$ cat src/rtl/core_pkg.sv
// Shared core definitions: ALU opcode encodings and the ID/EX control record.
// Pure declarations, no timing.
// No flow control of its own.
package core_pkg;

    localparam logic [3:0] ALU_ADD  = 4'b0000;
    localparam logic [3:0] ALU_SUB  = 4'b1000;
    localparam logic [3:0] ALU_SLL  = 4'b0001;
    localparam logic [3:0] ALU_SLT  = 4'b0010;
    localparam logic [3:0] ALU_SLTU = 4'b0011;
    localparam logic [3:0] ALU_XOR  = 4'b0100;
    localparam logic [3:0] ALU_SRL  = 4'b0101;
    localparam logic [3:0] ALU_SRA  = 4'b1101;
    localparam logic [3:0] ALU_OR   = 4'b0110;
    localparam logic [3:0] ALU_AND  = 4'b0111;

    localparam logic [2:0] F3_SR    = 3'b101;

    // Control half of the ID/EX pipeline register; data words sit beside it
    // because their width follows the XLEN parameter of the stage.
    typedef struct packed {
        logic       valid;
        logic [4:0] rs1;
        logic [4:0] rs2;
        logic [4:0] rd;
        logic [2:0] funct3;
        logic       funct7_b5;
        logic       is_rtype;
        logic       alu_src_imm;
        logic       is_lui;
        logic       is_auipc;
        logic       mem_read;
        logic       reg_write;
    } id_ex_ctrl_t;

    // For I-type only shifts-right carry funct7 bit 5; elsewhere it is an
    // immediate bit, so ADDI must never turn into SUB.
    function automatic logic [3:0] alu_decode(input id_ex_ctrl_t c);
        logic [3:0] op;
        op = ALU_ADD;
        if (c.is_lui || c.is_auipc)
            op = ALU_ADD;
        else if (c.is_rtype)
            op = {c.funct7_b5, c.funct3};
        else if (c.funct3 == F3_SR)
            op = {c.funct7_b5, F3_SR};
        else
            op = {1'b0, c.funct3};
        return op;
    endfunction

endpackage

$ cat src/rtl/id_ex_stage_if.sv
// Decode, forwarding and ALU-facing bundle of the ID/EX stage.
// Wires only, no latency.
// Backpressure is carried by the stage's stall/flush and load_use_hazard.
interface id_ex_stage_if #(
    parameter int XLEN = 32
);
    logic            id_valid;
    logic [XLEN-1:0] id_pc;
    logic [XLEN-1:0] id_rs1_data;
    logic [XLEN-1:0] id_rs2_data;
    logic [XLEN-1:0] id_imm;
    logic [4:0]      id_rs1_addr;
    logic [4:0]      id_rs2_addr;
    logic [4:0]      id_rd_addr;
    logic [2:0]      id_funct3;
    logic            id_funct7_b5;
    logic            id_is_rtype;
    logic            id_alu_src_imm;
    logic            id_is_lui;
    logic            id_is_auipc;
    logic            id_mem_read;
    logic            id_reg_write;

    logic            exm_reg_write;
    logic [4:0]      exm_rd;
    logic [XLEN-1:0] exm_result;
    logic            wb_reg_write;
    logic [4:0]      wb_rd;
    logic [XLEN-1:0] wb_result;

    logic [3:0]      aluop_control;
    logic [XLEN-1:0] operand1;
    logic [XLEN-1:0] operand2;
    logic            ex_valid;
    logic [4:0]      ex_rd;
    logic            ex_reg_write;
    logic            ex_mem_read;
    logic [XLEN-1:0] ex_store_data;
    logic            load_use_hazard;

    modport master (
        output id_valid, id_pc, id_rs1_data, id_rs2_data, id_imm,
               id_rs1_addr, id_rs2_addr, id_rd_addr, id_funct3, id_funct7_b5,
               id_is_rtype, id_alu_src_imm, id_is_lui, id_is_auipc,
               id_mem_read, id_reg_write,
               exm_reg_write, exm_rd, exm_result, wb_reg_write, wb_rd, wb_result,
        input  aluop_control, operand1, operand2, ex_valid, ex_rd,
               ex_reg_write, ex_mem_read, ex_store_data, load_use_hazard
    );

    modport slave (
        input  id_valid, id_pc, id_rs1_data, id_rs2_data, id_imm,
               id_rs1_addr, id_rs2_addr, id_rd_addr, id_funct3, id_funct7_b5,
               id_is_rtype, id_alu_src_imm, id_is_lui, id_is_auipc,
               id_mem_read, id_reg_write,
               exm_reg_write, exm_rd, exm_result, wb_reg_write, wb_rd, wb_result,
        output aluop_control, operand1, operand2, ex_valid, ex_rd,
               ex_reg_write, ex_mem_read, ex_store_data, load_use_hazard
    );
endinterface

$ cat src/rtl/fwd_unit.sv
// Operand bypass select for one source register.
// Combinational, zero latency.
// No flow control; the nearest in-flight producer wins, x0 is never bypassed.
module fwd_unit #(
    parameter int XLEN = 32
) (
    input  logic [4:0]      rs,
    input  logic [XLEN-1:0] rs_data,
    input  logic            exm_reg_write,
    input  logic [4:0]      exm_rd,
    input  logic [XLEN-1:0] exm_result,
    input  logic            wb_reg_write,
    input  logic [4:0]      wb_rd,
    input  logic [XLEN-1:0] wb_result,
    output logic [XLEN-1:0] fwd
);
    // Younger result (one stage ahead) shadows the older one.
    always_comb begin
        fwd = rs_data;
        if ((rs != 5'd0) && exm_reg_write && (exm_rd == rs))
            fwd = exm_result;
        else if ((rs != 5'd0) && wb_reg_write && (wb_rd == rs))
            fwd = wb_result;
    end
endmodule

$ cat src/rtl/id_ex_stage.sv
// ID/EX pipeline register with operand forwarding and ALU opcode decode.
// One cycle from decode inputs to ALU operands.
// stall holds the register; flush or a load-use hazard loads a bubble instead.
module id_ex_stage
    import core_pkg::*;
#(
    parameter int XLEN = 32
) (
    input  logic         clk,
    input  logic         rst,
    input  logic         stall,
    input  logic         flush,
    id_ex_stage_if.slave bus
);
    id_ex_ctrl_t     ctrl_q;
    id_ex_ctrl_t     ctrl_d;
    logic [XLEN-1:0] pc_q;
    logic [XLEN-1:0] rs1_data_q;
    logic [XLEN-1:0] rs2_data_q;
    logic [XLEN-1:0] imm_q;
    logic [XLEN-1:0] fwd1;
    logic [XLEN-1:0] fwd2;
    logic            hazard;
    logic            bubble;

    // Gather decode controls; an invalid slot must never write or load.
    always_comb begin
        ctrl_d             = '0;
        ctrl_d.valid       = bus.id_valid;
        ctrl_d.rs1         = bus.id_rs1_addr;
        ctrl_d.rs2         = bus.id_rs2_addr;
        ctrl_d.rd          = bus.id_rd_addr;
        ctrl_d.funct3      = bus.id_funct3;
        ctrl_d.funct7_b5   = bus.id_funct7_b5;
        ctrl_d.is_rtype    = bus.id_is_rtype;
        ctrl_d.alu_src_imm = bus.id_alu_src_imm;
        ctrl_d.is_lui      = bus.id_is_lui;
        ctrl_d.is_auipc    = bus.id_is_auipc;
        ctrl_d.mem_read    = bus.id_mem_read & bus.id_valid;
        ctrl_d.reg_write   = bus.id_reg_write & bus.id_valid;
    end

    // A load in EX whose rd is read by decode cannot be bypassed in time.
    assign hazard = ctrl_q.valid & ctrl_q.mem_read & (ctrl_q.rd != 5'd0)
                  & ((ctrl_q.rd == bus.id_rs1_addr) | (ctrl_q.rd == bus.id_rs2_addr));
    assign bubble = flush | hazard;

    // Pipeline register: reset, then bubble, then hold, then load.
    always_ff @(posedge clk) begin
        if (rst) begin
            ctrl_q     <= '0;
            pc_q       <= '0;
            rs1_data_q <= '0;
            rs2_data_q <= '0;
            imm_q      <= '0;
        end else if (bubble) begin
            ctrl_q.valid     <= 1'b0;
            ctrl_q.reg_write <= 1'b0;
            ctrl_q.mem_read  <= 1'b0;
        end else if (!stall) begin
            ctrl_q     <= ctrl_d;
            pc_q       <= bus.id_pc;
            rs1_data_q <= bus.id_rs1_data;
            rs2_data_q <= bus.id_rs2_data;
            imm_q      <= bus.id_imm;
        end
    end

    fwd_unit #(.XLEN(XLEN)) u_fwd1 (
        .rs            (ctrl_q.rs1),
        .rs_data       (rs1_data_q),
        .exm_reg_write (bus.exm_reg_write),
        .exm_rd        (bus.exm_rd),
        .exm_result    (bus.exm_result),
        .wb_reg_write  (bus.wb_reg_write),
        .wb_rd         (bus.wb_rd),
        .wb_result     (bus.wb_result),
        .fwd           (fwd1)
    );

    fwd_unit #(.XLEN(XLEN)) u_fwd2 (
        .rs            (ctrl_q.rs2),
        .rs_data       (rs2_data_q),
        .exm_reg_write (bus.exm_reg_write),
        .exm_rd        (bus.exm_rd),
        .exm_result    (bus.exm_result),
        .wb_reg_write  (bus.wb_reg_write),
        .wb_rd         (bus.wb_rd),
        .wb_result     (bus.wb_result),
        .fwd           (fwd2)
    );

    assign bus.load_use_hazard = hazard;
    assign bus.ex_valid        = ctrl_q.valid;
    assign bus.ex_rd           = ctrl_q.rd;
    assign bus.ex_reg_write    = ctrl_q.reg_write;
    assign bus.ex_mem_read     = ctrl_q.mem_read;
    assign bus.ex_store_data   = fwd2;
    assign bus.aluop_control   = alu_decode(ctrl_q);
    assign bus.operand1        = ctrl_q.is_auipc ? pc_q
                               : (ctrl_q.is_lui ? '0 : fwd1);
    assign bus.operand2        = ctrl_q.alu_src_imm ? imm_q : fwd2;
endmodule

$ cat src/flat_wrapper.sv
// flat-port wrapper written by rule: the top's interface ports become plain ports
module id_ex_stage_flat import core_pkg::*;
#(
    parameter int XLEN = 32
)
  (clk, rst, stall, flush, bus_id_valid, bus_id_pc, bus_id_rs1_data, bus_id_rs2_data, bus_id_imm, bus_id_rs1_addr, bus_id_rs2_addr, bus_id_rd_addr, bus_id_funct3, bus_id_funct7_b5, bus_id_is_rtype, bus_id_alu_src_imm, bus_id_is_lui, bus_id_is_auipc, bus_id_mem_read, bus_id_reg_write, bus_exm_reg_write, bus_exm_rd, bus_exm_result, bus_wb_reg_write, bus_wb_rd, bus_wb_result, bus_aluop_control, bus_operand1, bus_operand2, bus_ex_valid, bus_ex_rd, bus_ex_reg_write, bus_ex_mem_read, bus_ex_store_data, bus_load_use_hazard);
  id_ex_stage_if #(.XLEN(XLEN)) bus_i ();
  input  logic clk;
  input  logic rst;
  input  logic stall;
  input  logic flush;
  input wire logic [$bits(bus_i.id_valid)-1:0] bus_id_valid;
  input wire logic [$bits(bus_i.id_pc)-1:0] bus_id_pc;
  input wire logic [$bits(bus_i.id_rs1_data)-1:0] bus_id_rs1_data;
  input wire logic [$bits(bus_i.id_rs2_data)-1:0] bus_id_rs2_data;
  input wire logic [$bits(bus_i.id_imm)-1:0] bus_id_imm;
  input wire logic [$bits(bus_i.id_rs1_addr)-1:0] bus_id_rs1_addr;
  input wire logic [$bits(bus_i.id_rs2_addr)-1:0] bus_id_rs2_addr;
  input wire logic [$bits(bus_i.id_rd_addr)-1:0] bus_id_rd_addr;
  input wire logic [$bits(bus_i.id_funct3)-1:0] bus_id_funct3;
  input wire logic [$bits(bus_i.id_funct7_b5)-1:0] bus_id_funct7_b5;
  input wire logic [$bits(bus_i.id_is_rtype)-1:0] bus_id_is_rtype;
  input wire logic [$bits(bus_i.id_alu_src_imm)-1:0] bus_id_alu_src_imm;
  input wire logic [$bits(bus_i.id_is_lui)-1:0] bus_id_is_lui;
  input wire logic [$bits(bus_i.id_is_auipc)-1:0] bus_id_is_auipc;
  input wire logic [$bits(bus_i.id_mem_read)-1:0] bus_id_mem_read;
  input wire logic [$bits(bus_i.id_reg_write)-1:0] bus_id_reg_write;
  input wire logic [$bits(bus_i.exm_reg_write)-1:0] bus_exm_reg_write;
  input wire logic [$bits(bus_i.exm_rd)-1:0] bus_exm_rd;
  input wire logic [$bits(bus_i.exm_result)-1:0] bus_exm_result;
  input wire logic [$bits(bus_i.wb_reg_write)-1:0] bus_wb_reg_write;
  input wire logic [$bits(bus_i.wb_rd)-1:0] bus_wb_rd;
  input wire logic [$bits(bus_i.wb_result)-1:0] bus_wb_result;
  output wire logic [$bits(bus_i.aluop_control)-1:0] bus_aluop_control;
  output wire logic [$bits(bus_i.operand1)-1:0] bus_operand1;
  output wire logic [$bits(bus_i.operand2)-1:0] bus_operand2;
  output wire logic [$bits(bus_i.ex_valid)-1:0] bus_ex_valid;
  output wire logic [$bits(bus_i.ex_rd)-1:0] bus_ex_rd;
  output wire logic [$bits(bus_i.ex_reg_write)-1:0] bus_ex_reg_write;
  output wire logic [$bits(bus_i.ex_mem_read)-1:0] bus_ex_mem_read;
  output wire logic [$bits(bus_i.ex_store_data)-1:0] bus_ex_store_data;
  output wire logic [$bits(bus_i.load_use_hazard)-1:0] bus_load_use_hazard;
  assign bus_i.id_valid = bus_id_valid;
  assign bus_i.id_pc = bus_id_pc;
  assign bus_i.id_rs1_data = bus_id_rs1_data;
  assign bus_i.id_rs2_data = bus_id_rs2_data;
  assign bus_i.id_imm = bus_id_imm;
  assign bus_i.id_rs1_addr = bus_id_rs1_addr;
  assign bus_i.id_rs2_addr = bus_id_rs2_addr;
  assign bus_i.id_rd_addr = bus_id_rd_addr;
  assign bus_i.id_funct3 = bus_id_funct3;
  assign bus_i.id_funct7_b5 = bus_id_funct7_b5;
  assign bus_i.id_is_rtype = bus_id_is_rtype;
  assign bus_i.id_alu_src_imm = bus_id_alu_src_imm;
  assign bus_i.id_is_lui = bus_id_is_lui;
  assign bus_i.id_is_auipc = bus_id_is_auipc;
  assign bus_i.id_mem_read = bus_id_mem_read;
  assign bus_i.id_reg_write = bus_id_reg_write;
  assign bus_i.exm_reg_write = bus_exm_reg_write;
  assign bus_i.exm_rd = bus_exm_rd;
  assign bus_i.exm_result = bus_exm_result;
  assign bus_i.wb_reg_write = bus_wb_reg_write;
  assign bus_i.wb_rd = bus_wb_rd;
  assign bus_i.wb_result = bus_wb_result;
  assign bus_aluop_control = bus_i.aluop_control;
  assign bus_operand1 = bus_i.operand1;
  assign bus_operand2 = bus_i.operand2;
  assign bus_ex_valid = bus_i.ex_valid;
  assign bus_ex_rd = bus_i.ex_rd;
  assign bus_ex_reg_write = bus_i.ex_reg_write;
  assign bus_ex_mem_read = bus_i.ex_mem_read;
  assign bus_ex_store_data = bus_i.ex_store_data;
  assign bus_load_use_hazard = bus_i.load_use_hazard;
  id_ex_stage #(.XLEN(XLEN)) u_core (.clk(clk), .rst(rst), .stall(stall), .flush(flush), .bus(bus_i));
endmodule
$ cat config.mk
export PLATFORM = sky130hd
export DESIGN_NAME = id_ex_stage_flat
export DESIGN_NICKNAME = d
export VERILOG_FILES = /design/src/rtl/core_pkg.sv /design/src/rtl/id_ex_stage_if.sv /design/src/rtl/fwd_unit.sv /design/src/rtl/id_ex_stage.sv /design/src/flat_wrapper.sv
export SDC_FILE = /design/constraint.sdc
export NUM_CORES = 1
export LEC_CHECK = 0
export ABC_AREA = 1
export BUFFER_PORTS_ARGS = -buffer_cell sky130_fd_sc_hd__buf_4
export CAP_MARGIN = 20
export CORE_UTILIZATION = 35
export CTS_CLUSTER_DIAMETER = 30
export DETAILED_ROUTE_END_ITERATION = 10
export HOLD_SLACK_MARGIN = 0.08
export PLACE_DENSITY_LB_ADDON = 0.05
export RECOVER_POWER = 100
export SLEW_MARGIN = 20
export SYNTH_ARGS = -nofsm -noshare
export SYNTH_HDL_FRONTEND = slang
export SYNTH_SLANG_ARGS = --single-unit
export TNS_END_PERCENT = 30
$ cat constraint.sdc
create_clock -name clk -period 1.6 [get_ports clk]
set_input_delay 0.32 -clock clk [delete_from_list [all_inputs] [get_ports clk]]
set_output_delay 0.32 -clock clk [all_outputs]
set_load 0.1 [all_outputs]
# Yosys cells after proc, flatten, opt, wreduce, memory -nomap -nowiden
# Cells that the tools add are included.
[word_totals] input_bits=234 elab_cells=56 ff_bits=154 out_inout_bits=109 ramBits=0 latch_bits=0 mem_count=0 mem_bits_ro=0
[op_classes] reduce_logical=14 bitwise_logic=9 n_shift=0 mux=10 eq_ne=7 order_cmp=0 addsub=0 div_mod_pow=0 n_mul=0
[op_table] op="32-bit two-way mux" count=7
[op_table] op="5-bit == test" count=6
[op_table] op="5-bit nonzero test" count=3
[op_table] op="4-bit two-way mux" count=3
[op_table] op="1-bit logical AND" count=8
[op_table] op="1-bit AND" count=5
[op_table] op="3-bit == test, second input constant" count=1
[op_table] op="1-bit NOT" count=2
[op_table] op="1-bit bitwise OR" count=2
[op_table] op="2-bit AND reduction" count=1
[op_table] op="2-bit OR reduction" count=1
[op_table] op="1-bit logical OR" count=1

# Longest topological paths before layout
# Gate-level depths: netlist (run 1).
[logic_depth] depth_word=7 ltp_mapped=13 ltp_nobuf=11

# Cells and area by module
# A second synthesis (run 1) with hierarchy kept.
[unflattened] cells_unflattened=2076 area_unflattened_um2=11461.0
[modules_own_cells] module="id_ex_stage" seq_area_each_um2=3083.0 instances=1 area_per_inst_um2=8750.9 cells_each=1500
[modules_own_cells] module="fwd_unit" seq_area_each_um2=0.0 instances=2 area_per_inst_um2=1355.0 cells_each=288

# Worst setup path after synthesis (run 1)
# Ideal clock, no wire load.
[synth_timing] kind="register to output" from="register u_core.ctrl_q[2] (netlist bit)" to="output port bus_aluop_control[3]" required_ps=1280 slack_ps=-1722 n_path_buf=1 path_stages_with_launch=5 arrival_ps=3002 path_cell_list="dfxtp_1 > clkbuf_1 > nor2_1 > inv_1 > a211oi_1"
[synth_via] elab_chain_cells=2
[synth_lines] item="start, declared" line_no="id_ex_stage.sv:15" rtl="id_ex_ctrl_t ctrl_q;"
[synth_lines] item="start signal, assigned" line_no="id_ex_stage.sv:61" rtl="ctrl_q <= ctrl_d;"
[synth_lines] item="1-bit logical OR" line_no="core_pkg.sv:41" rtl="if (c.is_lui || c.is_auipc)"
[synth_lines] item="4-bit two-way mux" line_no="core_pkg.sv:41"
[synth_lines] item="end, declared" line_no="flat_wrapper.sv:34" rtl="output wire logic [$bits(bus_i.aluop_control)-1:0] bus_aluop_control;"
# No other way between the ends.

# Worst setup path after layout (run 1)
[layout_timing] from="register u_core.ctrl_q[15] (netlist bit)" to="output port bus_ex_store_data[11]"
[layout_via] elab_chain_cells=5 word_cells_on_any_way=9 classes_between="eq/ne (2); mux (2); reduce/logical (5)"
[layout_lines] item="5-bit nonzero test" line_no="fwd_unit.sv:20, fwd_unit.sv:22"
[layout_lines] item="1-bit logical AND (2 in series)" line_no="fwd_unit.sv:22" rtl="else if ((rs != 5'd0) && wb_reg_write && (wb_rd == rs))"
[layout_lines] item="32-bit two-way mux" line_no="fwd_unit.sv:22"
[layout_lines] item="32-bit two-way mux (*)" line_no="fwd_unit.sv:20" rtl="if ((rs != 5'd0) && exm_reg_write && (exm_rd == rs))"
[layout_lines] item="end, declared" line_no="flat_wrapper.sv:41" rtl="output wire logic [$bits(bus_i.ex_store_data)-1:0] bus_ex_store_data;"
# Mark *: on every way between the ends. The rest lies on a longest branch, timed or not.

==> run metrics, run 1 <==
Post-Syn Instances=between 1,500 and 2,000; LEAKAGE=roughly 10 nW; CP Cell Sequence=buf_4, nand2_1, o211ai_1, nor2_4, buf_4, nand3_1, and2_4, buf_6; critical path class=flop to output port; hold buffers post-CTS=0; final setup vio count=252; RSZ-0062 raised after global routing=true; FF-to-FF Start=u_core.bus.ex_rd[4]; Avg Inst Size Synth=~5.5 µm²; minimum clock period=2.59 ns; H-tree depth=4; Area Overhead vs Synth=76.2%; CTS tree=done; status=finished, violations left; first-pass GRT wire length=around 70 mm; clk sinks=approximately 150; Peak VDD IR=0.000677 V; Slowest Stage Delay on Critical Path=slightly below 0.4 ns; flop2flop setup slack=-0.14 ns; Yosys warning count=0; most common cell after layout, fill and taps aside=nand2_1; Synth cell types=24; Finished Core Util=a little over three fifths; Max clock buf depth=2; Max-Cap Viols=0; cell mode on critical path=buf_4; commonest non-fill, non-tap cells in the layout=nand2_1 (453), inv_1 (400), buf_4 (288), nor2_1 (161), nand4_1 (153); fillers=roughly 2,800; Synth Cell Area=between 0.01 and 0.015 mm²; CTS clk-pin slew, worst paths=about 0.070 ns; nets=2,564; placed cell area=about 0.015 mm²; Synth Register Bits=154; post-DP HPWL=around 32 mm; Multi-input gate area=0.00752 mm²; Core Box Area=around 0.03 mm²; FF+latch area=around 0.0031 mm²; drt first pass iters=5; failing checks=negative setup slack; CTS root buffer=clkbuf_16; achievable frequency=between 300 and 400 MHz; WL/cell=17.5 µm; GP Congestion=0.983; largest net degree at the start of global routing=57; port bufs=between 300 and 400; slew margin rel.=between 70% and 80%; Die H=about 180 µm; Starting Density=35.7%; Slew Viols, Final=0; grt ovf=0; CP Capture Type=output port; Top Layer Used=met5; post-route ant nets=0; sum of routed wire segments on met1=~20 mm; DRC Markers=0; WP data arrival=2.27 ns; design area=0.0192 mm²; critical path required time=between 1 and 1.5 ns; Final Hold Violating Endpoints=0; metal2 WL=about 23 mm; Hold Crit Start=bus_id_mem_read; vias in the first global route=between 10,000 and 15,000; Post-Route WL=between 40 and 50 mm; CP max-delay cell=buf_4; 1st-iter DRT viols=about 1,000; die width=~180 µm; CP endpoint=bus_ex_store_data[11]; Final Cycle Share=162%; power density over the cells=roughly 800 mW/mm²; crit start category=flop; FF-to-FF path depth=12; Total GRT Usage=between 20 and 30%; syn_nets=between 2,000 and 2,500; Avg Vias per Cell=roughly 4.9; initial antenna violation count=3; DR WL met3=2.97 mm; Die Area=0.0319 mm²; Hold WC Path Type=input port to flop; Worst Tran Pin Value=between 0.3 and 0.4 ns; reg2reg end=u_core.pc_q[15]; Num CTS Buffers=17; worst setup margin=-0.995 ns; Layout Skew=0.0119 ns; CP max FO=20; Vias=around 13,000; ratio of cells with drive above 1 in the final layout=between 30% and 40%; Row Count=64; num ports=~340; clk_lat worst skew=0.44 ns; post-synthesis sequential area ratio=between 20% and 30%; Worst Setup SP=u_core.ctrl_q[15]
## worst max-delay path: cells and delay by family (launching register included)
family,cells,cell delay [ns]
AO/OA/AOI/OAI,1,0.13
buffers and inverters,3,0.71
flip-flops,1,0.34
AND/OR/NAND/NOR,4,0.65
## how the worst min path moves through the flow
stage | to | slack, ns | depth (start not counted)
4_1_cts | u_core.bus.ex_mem_read | 0.12 | 3
6_report | u_core.bus.ex_mem_read | 0.13 | 3
3_3_place_gp | u_core.pc_q[13] | 0.49 | 4
5_1_grt | u_core.bus.ex_mem_read | 0.14 | 3
3_5_place_dp | u_core.pc_q[2] | 0.50 | 4
2_1_floorplan | u_core.bus.ex_valid | 0.48 | 2
## layout make-up
cell class                 count  share of cell area, %
tap                          396                   2.58
clock buffer                  19                   2.30
multi-input combinational   1191                   39.1
antenna                        2                 0.0260
inverter                     498                   9.86
timing repair buffer         468                   29.0
clock inverter                13                  0.866
sequential                   154                   16.2
## metrics by stage
stage	TNS (ns)	total power, mW	std cells	hold slack (ns)	worst slack [ns]
2_1_floorplan	-24.68	8.06	1978	0.479	-0.284
3_3_place_gp	-86.67	9.66	2678	0.495	-0.824
3_5_place_dp	-87.28	9.69	2678	0.497	-0.828
4_1_cts	-113.78	14.9	2723	0.116	-0.976
5_1_grt	-131.75	16.0	2740	0.143	-1.09
6_report	-103.04	15.3	2741	0.132	-0.995
## timing repair
item	in CTS	in global routing
resized for setup	363	238
endpoints found under the setup margin	252	254
pin swaps	16	68
cloned	8	11
setup buffers	6	8
hold endpoints to repair	0	0
## flip-flops by register name (all words and copies together) (netlist names)
signal                   flops
u_core.bus.ex_mem_read       1
u_core.bus.ex_rd             5
u_core.bus.ex_reg_write      1
u_core.bus.ex_valid          1
u_core.ctrl_q               18
u_core.imm_q                32
u_core.pc_q                 32
u_core.rs1_data_q           32
u_core.rs2_data_q           32
## synth_stat cells
library cell	count	area [µm²]
buf_4	12	90.1
nand4_1	153	957
nand2_1	542	2030
xnor2_1	5	43.8
a22oi_1	2	15.0
inv_2	93	349
and2_1	32	200
xor2_1	2	17.5
inv_1	405	1520
nor3_1	3	15.0
buf_1	18	67.6
nand2_4	1	11.3
clkbuf_1	78	293
o21a_1	1	7.51
o211ai_1	4	30.0
nor3_2	2	20.0
a21oi_1	1	5.00
a211oi_1	1	7.51
o22ai_1	2	12.5
nor2_1	171	642
buf_2	27	135
nand3_1	268	1340
nand3_2	1	10.0
dfxtp_1	154	3080
## metal layers
layer	global-route usage [%]	up-vias
li1	-	6661
met1	35.0	6135
met2	49.1	518
met3	4.92	115
met4	13.7	2
met5	0	-
## report_power, final
part           switching [mW]  internal [mW]  leakage, nW
clock network            1.86           2.51        0.298
registers               0.165           4.10         1.28
logic                    4.16           2.54         8.55
## kinds of logic (layout without fill, tap and decap cells)
| group | after synthesis | after routing | synth area share, % |
|---|---|---|---|
| xor gates and xnor gates | 7 | 7 | 0.562 |
| DFF | 154 | 154 | 28.3 |
| AOI/OAI and AO/OA | 11 | 11 | 0.711 |
| and+or+nand+nor | 1173 | 1173 | 48.0 |
| other | 0 | 2 | 0 |
| buffers and inverters | 633 | 998 | 22.5 |
Note: power is estimated with default switching activity, not from simulation.
==> inputs of run 2 (changes only) <==
--- a/config.mk
+++ b/config.mk
@@ -5,7 +5,6 @@
 export SDC_FILE = /design/constraint.sdc
 export NUM_CORES = 1
 export LEC_CHECK = 0
-export ABC_AREA = 1
 export BUFFER_PORTS_ARGS = -buffer_cell sky130_fd_sc_hd__buf_4
 export CAP_MARGIN = 20
 export CORE_UTILIZATION = 35
==> run 2 against run 1 <==
Against the previous run:
- core utilization shrank 0.62 points
- synthesized cell count decreased by 28%
- routed wire length increased by 14%
- count of clock-buffer cells in the layout increased by 5
- critical endpoint is now bus_operand2[8]
- clock power rose by 3%
- critical path depth rose by 3
- largest cell class unchanged
- clock skew decreased by 0.0036 ns
- critical path type unchanged
- non-clock buffer count is 154 higher
- sequential power grew 7.3%
- the flow still finishes with violations (negative setup slack)
- combinational power rose by 26%
- flip-flop and latch count unchanged
- area after synthesis grew 9.6%
==> run metrics, run 2 <==
Area Overhead vs Synth=74.5%; num ports=between 300 and 400; top-area cell type share of the netlist area=25.8%; clk sinks=about 150; CP max FO=7; Row Count=67; nets=2,116; final setup TNS=-177.07 ns; Max clock buf depth=2; async set or reset register ratio after synthesis=0%; Die H=between 150 and 200 µm; CTS root buffer=clkbuf_16; grt ovf=0; Worst Tran Pin Value=about 0.53 ns; Area contributors post-synth=dfxtp_1 (26%), nor3b_1 (19%), mux2i_1 (15%); ys flop type=dfxtp_1; failing checks=negative setup slack; Power Total=17.5 mW; clk_lat worst skew=about 0.44 ns; Starting Density=between 30% and 40%; Avg Inst Size Synth=roughly 8.4 µm²; status=finished, violations left; Final Hold Violating Endpoints=0; critical path class=flop to output port; first-pass GRT wire length=approximately 82 mm; vias in the first global route=~13,000; LEAKAGE=about 7.8 nW; top post-synthesis cells by count=nor3b_1 (301), mux2i_1 (183), nand2_1 (157), dfxtp_1 (154), a32oi_1 (151); slew margin rel.=roughly 64%; Avg Vias per Cell=just under 6; CTS tree=done; achievable frequency=approximately 330 MHz; Synth cell types=34; H-tree depth=4; critical path required time=about 1.3 ns; design area=0.0209 mm²; Peak VDD IR=between 0.0008 and 0.0009 V; Final Cycle Share=187%; fillers=roughly 2,800; Die Area=~0.035 mm²; ratio of cells with drive above 1 in the final layout=between 40% and 50%; commonest non-fill, non-tap cells in the layout=buf_4 (408), nor3b_1 (301), mux2i_1 (164), nand2_1 (157), buf_12 (152); Post-Syn Instances=roughly 1,400; final setup vio count=between 200 and 300; placed cell area=around 0.018 mm²; Synth Cell Area=~0.012 mm²; Layout Skew=a little over 0.008 ns; Hold WC Path Type=input port to flop; die width=187 µm; Post-Route WL=~55 mm; most common cell after layout, fill and taps aside=buf_4; port bufs=approximately 340; worst setup margin=-1.40 ns; Vias=13,833; RSZ-0062 raised after global routing=true; count leader, synth=nor3b_1; syn_nets=1,663; worst hold slack=0.117 ns; post-synthesis sequential area ratio=between 20 and 30%; FF+latch area=a little over 0.003 mm²; CP Capture Type=output port; hold buffers post-CTS=0; Slew Viols, Final=0; Synth area leader=dfxtp_1; Core Box Area=approximately 0.034 mm²; WL/cell=around 23 µm; Synth Register Bits=154; Yosys warning count=0; Total GRT Usage=between 30 and 40%; CTS clk-pin slew, worst paths=0.07 ns; crit start category=flop; GP Congestion=between 0.9 and 1; Max-Cap Viols=0; minimum clock period=3.00 ns; post-DP HPWL=between 30 and 40 mm; power density over the cells=between 800 and 900 mW/mm²; drt first pass iters=5; Post-synth EDFFs=0; post-route ant nets=0; WP data arrival=~2.7 ns; Multi-input gate area=between 0.009 and 0.01 mm²; Num CTS Buffers=17; 1st-iter DRT viols=between 1,000 and 1,500; initial antenna violation count=9; DRC Markers=0; largest net degree at the start of global routing=67
run 2: cell count changes in the layout (fill, tap and decap cells not counted), moves of 92 or more:
cell | previous run | this run
nand2_1 | 453 | 157
a32oi_1 | 0 | 151
nor2_1 | 161 | 3
nand4_1 | 153 | 36
buf_4 | 288 | 408
mux2i_1 | 0 | 164
nand3_2 | 122 | 0
inv_2 | 92 | 0
inv_1 | 400 | 2
nand3_1 | 94 | 2
nor3b_1 | 0 | 301
run 2: path summary, 6_finish.rpt:
kind | to | cells past startpoint | from | slack [ns]
max | bus_operand2[8] | 11 | u_core.ctrl_q[17] | -1.40
min | u_core.bus.ex_reg_write | 3 | bus_id_reg_write | 0.12
max reg2reg | u_core.pc_q[1] | 7 | u_core.bus.ex_rd[1] | -0.44
min reg2reg | u_core.imm_q[17] | 2 | u_core.imm_q[17] | 0.52
run 2: per-layer routing:
| metal | wire length [µm] | track usage [%] | up-vias |
|---|---|---|---|
| li1 | - | - | 6418 |
| met4 | 1920 | 14.7 | 2 |
| met3 | 2700 | 4.41 | 103 |
| met1 | 25300 | 42.0 | 6801 |
| met5 | 8 | 0 | - |
| met2 | 25000 | 46.4 | 509 |
run 2: area by class of cell:
type,instances,share of cell area (%)
multi-input combinational,1084,46.0
timing repair buffer,622,33.3
sequential,154,14.8
tap,448,2.69
clock buffer,24,2.36
clock inverter,7,0.660
antenna,8,0.0960
inverter,3,0.0660
run 2: stage by stage:
step | utilization, % | instances | setup slack (ns)
finish | 62.2 | 2350 | -1.40
CTS | 60.6 | 2335 | -1.40
global route | 62.2 | 2350 | -1.45
detailed placement | 53.4 | 2280 | -1.03
global placement | 53.4 | 2280 | -1.07
floorplan | - | 1429 | -1.19
run 2: critical path: stages (launching register included):
cell	delay, ns
dfxtp_1	0.31
buf_4	0.15
buf_4	0.14
xnor2_2	0.14
nand4_1	0.13
buf_6	0.16
or2_4	0.31
buf_12	0.15
buf_16	0.14
a31oi_4	0.22
mux2_4	0.21
buf_12	0.17
run 2: repair_timing:
item | CTS | global route
buffers inserted | 16 | 13
pin swaps | 26 | 27
setup endpoints to repair | 257 | 261
gates cloned | 8 | 0
gates resized for setup | 331 | 131
run 2: report_power, final:
group	total (mW)	leakage [nW]	switching [mW]	internal, mW
sequential	4.57	1.28	0.381	4.19
combinational	8.42	6.18	4.85	3.57
clock	4.50	0.306	1.73	2.77
total	17.5	7.77	6.97	10.5
run 2: kinds of logic (layout without fill, tap and decap cells):
group / Yosys count / count (layout) / share of synthesized area (%)
xor gates and xnor gates: 30 / 30 / 2.20
and+or+nand+nor: 551 / 551 / 28.3
other: 0 / 8 / 0
muxes: 215 / 215 / 18.3
DFF: 154 / 154 / 25.8
buffers and inverters: 191 / 656 / 6.71
AOI/OAI and AO/OA: 288 / 288 / 18.7
==> inputs of run 3 (changes only) <==
--- a/config.mk
+++ b/config.mk
@@ -8,6 +8,7 @@
 export BUFFER_PORTS_ARGS = -buffer_cell sky130_fd_sc_hd__buf_4
 export CAP_MARGIN = 20
 export CORE_UTILIZATION = 35
+export CTS_BUF_LIST = sky130_fd_sc_hd__clkbuf_16
 export CTS_CLUSTER_DIAMETER = 30
 export DETAILED_ROUTE_END_ITERATION = 10
 export HOLD_SLACK_MARGIN = 0.08
==> constraint.sdc (replaced) <==
create_clock -name clk -period 3.6 [get_ports clk]
set_input_delay 0.72 -clock clk [delete_from_list [all_inputs] [get_ports clk]]
set_output_delay 0.72 -clock clk [all_outputs]
set_load 0.1 [all_outputs]
==> run 3 against run 2 <==
Against the previous run:
- the flow now finishes without violations
- via count decreased by 8.5%
- die area did not move
- final area is 23% lower
- sequential share of layout area grew 4.4 points
- register-to-register slack improved by 0.76 ns
- combinational power fell by 68%
- sequential power decreased by 56%
- routed wire length down 9.9%
==> run metrics, run 3 (synthesis results as in run 2) <==
post-route ant nets=0; Multi-input gate area=slightly below 0.009 mm²; power density over the cells=around 400 mW/mm²; DP Cell Count=a little over 2,000; minimum clock period=roughly 3.6 ns; CP max FO=10; 1st-iter DRT viols=997; clk_lat worst skew=0.45 ns; Layout Cells excl Fill=2,117; sw frac=about 44%; most common cell after layout, fill and taps aside=nor3b_1; Worst Tran Pin Value=about 1.2 ns; Avg Vias per Cell=around 6; H-tree depth=4; FF+latch area=between 0.003 and 0.004 mm²; DRC Markers=0; vias in the first global route=11,945; Setup WS pre-CTS=roughly 0.14 ns; Die Area=roughly 0.035 mm²; ratio of cells with drive above 1 in the final layout=29.0%; clk sinks=154; CTS clk-pin slew, worst paths=about 0.07 ns; drt first pass iters=5; Clock Power Share=26.8%; Starting Density=roughly 36%; internal power=between 3 and 4 mW; RSZ-0062 raised after global routing=true; Max-Cap Viols=0; Core Box Area=0.0335 mm²; nets=between 1,500 and 2,000; GP Congestion=slightly above 0.9; design area=between 0.015 and 0.02 mm²; die width=187 µm; fillers=between 3,000 and 4,000; critical path class=flop to output port; Die H=between 150 and 200 µm; CTS tree=done; Hold WC Path Type=input port to flop; WP data arrival=roughly 2.8 ns; Area Overhead vs Synth=34.5%; Num CTS Buffers=17; initial antenna violation count=3; Row Count=67; post-DP HPWL=about 34 mm; sequential fraction of design power=a little under a third; WL/cell=23.4 µm; LEAKAGE=between 5 and 6 nW; Power Total=between 6 and 7 mW; CP Capture Type=output port; Vias=between 10,000 and 15,000; grt ovf=0; commonest non-fill, non-tap cells in the layout=nor3b_1 (301), buf_4 (277), mux2i_1 (183), nand2_1 (157); achievable frequency=roughly 280 MHz; Final Hold Violating Endpoints=0; Post-Route WL=49.5 mm; crit start category=flop; Final Cycle Share=between 90% and 100%; num ports=~340; Slew Viols, Final=0; final setup vio count=0; first-pass GRT wire length=75.0 mm; Max clock buf depth=2; Total GRT Usage=between 20 and 30%; Comb pwr share=a little over two fifths; critical path required time=around 2.9 ns; status=finished clean; placed cell area=approximately 0.016 mm²; largest net degree at the start of global routing=~130; worst setup margin=0.0427 ns; port bufs=around 340; Peak VDD IR=0.000337 V; Layout Skew=between 0.01 and 0.015 ns; slew margin rel.=21.5%; Psw=about 2.8 mW; CTS root buffer=clkbuf_16
==> run 3: cell count changes in the layout (fill, tap and decap cells not counted), moves of 22 or more <==
cell / before / now
o21ai_4: 32 / 0
o31ai_1: 8 / 31
o31ai_2: 23 / 1
a22oi_1: 2 / 34
buf_4: 408 / 277
clkbuf_4: 1 / 47
buf_12: 152 / 21
a22oi_2: 32 / 0
buf_6: 45 / 18
o21ai_1: 0 / 31
==> run 3: critical path: stages, from the launching register on <==
cell and delay (ns):
dfxtp_1 0.39, or4_4 0.62, o211ai_4 0.22, or2_4 0.32, buf_12 0.22, a31oi_4 0.10, mux2_4 0.28, buf_4 0.23
==> run 3: layout make-up <==
class / instances / share of cell area [%]
multi-input combinational: 1084 / 53.8
timing repair buffer: 395 / 20.1
sequential: 154 / 19.2
tap: 448 / 3.49
clock buffer: 17 / 2.64
clock inverter: 14 / 0.583
inverter: 3 / 0.0856
antenna: 2 / 0.0311
==> run 3: per-layer routing <==
metal / wire length (µm) / global-route usage, % / vias up
li1: - / - / 5937
met1: 23700 / 40.1 / 6205
met2: 21600 / 40.5 / 459
met3: 3110 / 5.53 / 55
met4: 1160 / 8.32 / 2
met5: 13 / 0 / -
==> run 3: path summary, 6_finish.rpt <==
path              slack [ns]                       to  depth (start not counted)               startpoint
setup / recovery        0.04         bus_operand2[24]                          7        u_core.ctrl_q[17]
hold / removal          0.51  u_core.bus.ex_reg_write                          3         bus_id_reg_write
setup reg to reg        0.32          u_core.imm_q[6]                          7      u_core.bus.ex_rd[0]
hold reg to reg         0.51  u_core.bus.ex_reg_write                          2  u_core.bus.ex_reg_write
==> run 3: per-stage QoR <==
stage                     hold slack [ns]  util [%]  setup TNS, ns
after floorplan                     0.470         -          -9.75
after global placement              0.481      46.3              0
after detailed placement            0.501      46.3              0
after CTS                           0.495      48.0              0
after global routing                0.503      48.0        -0.0566
final                               0.510      48.0              0
==> run 3: power by group through the flow <==
stage,registers [mW],logic [mW],clock network [mW]
floorplan,1.98,1.95,0
global placement,2.05,2.67,0
detailed placement,2.06,2.68,0
CTS,2.02,2.70,1.77
global route,2.05,2.79,1.84
finish,2.03,2.69,1.73
==> run 3: repair_timing <==
item                                    4_1_cts  5_1_grt
setup buffers                                 3        3
endpoints found under the hold margin         0        0
pin swaps                                     2        2
gates resized for setup                       2       20
gates cloned                                  0        1
hold buffers                                  0        0
endpoints found under the setup margin       30       27
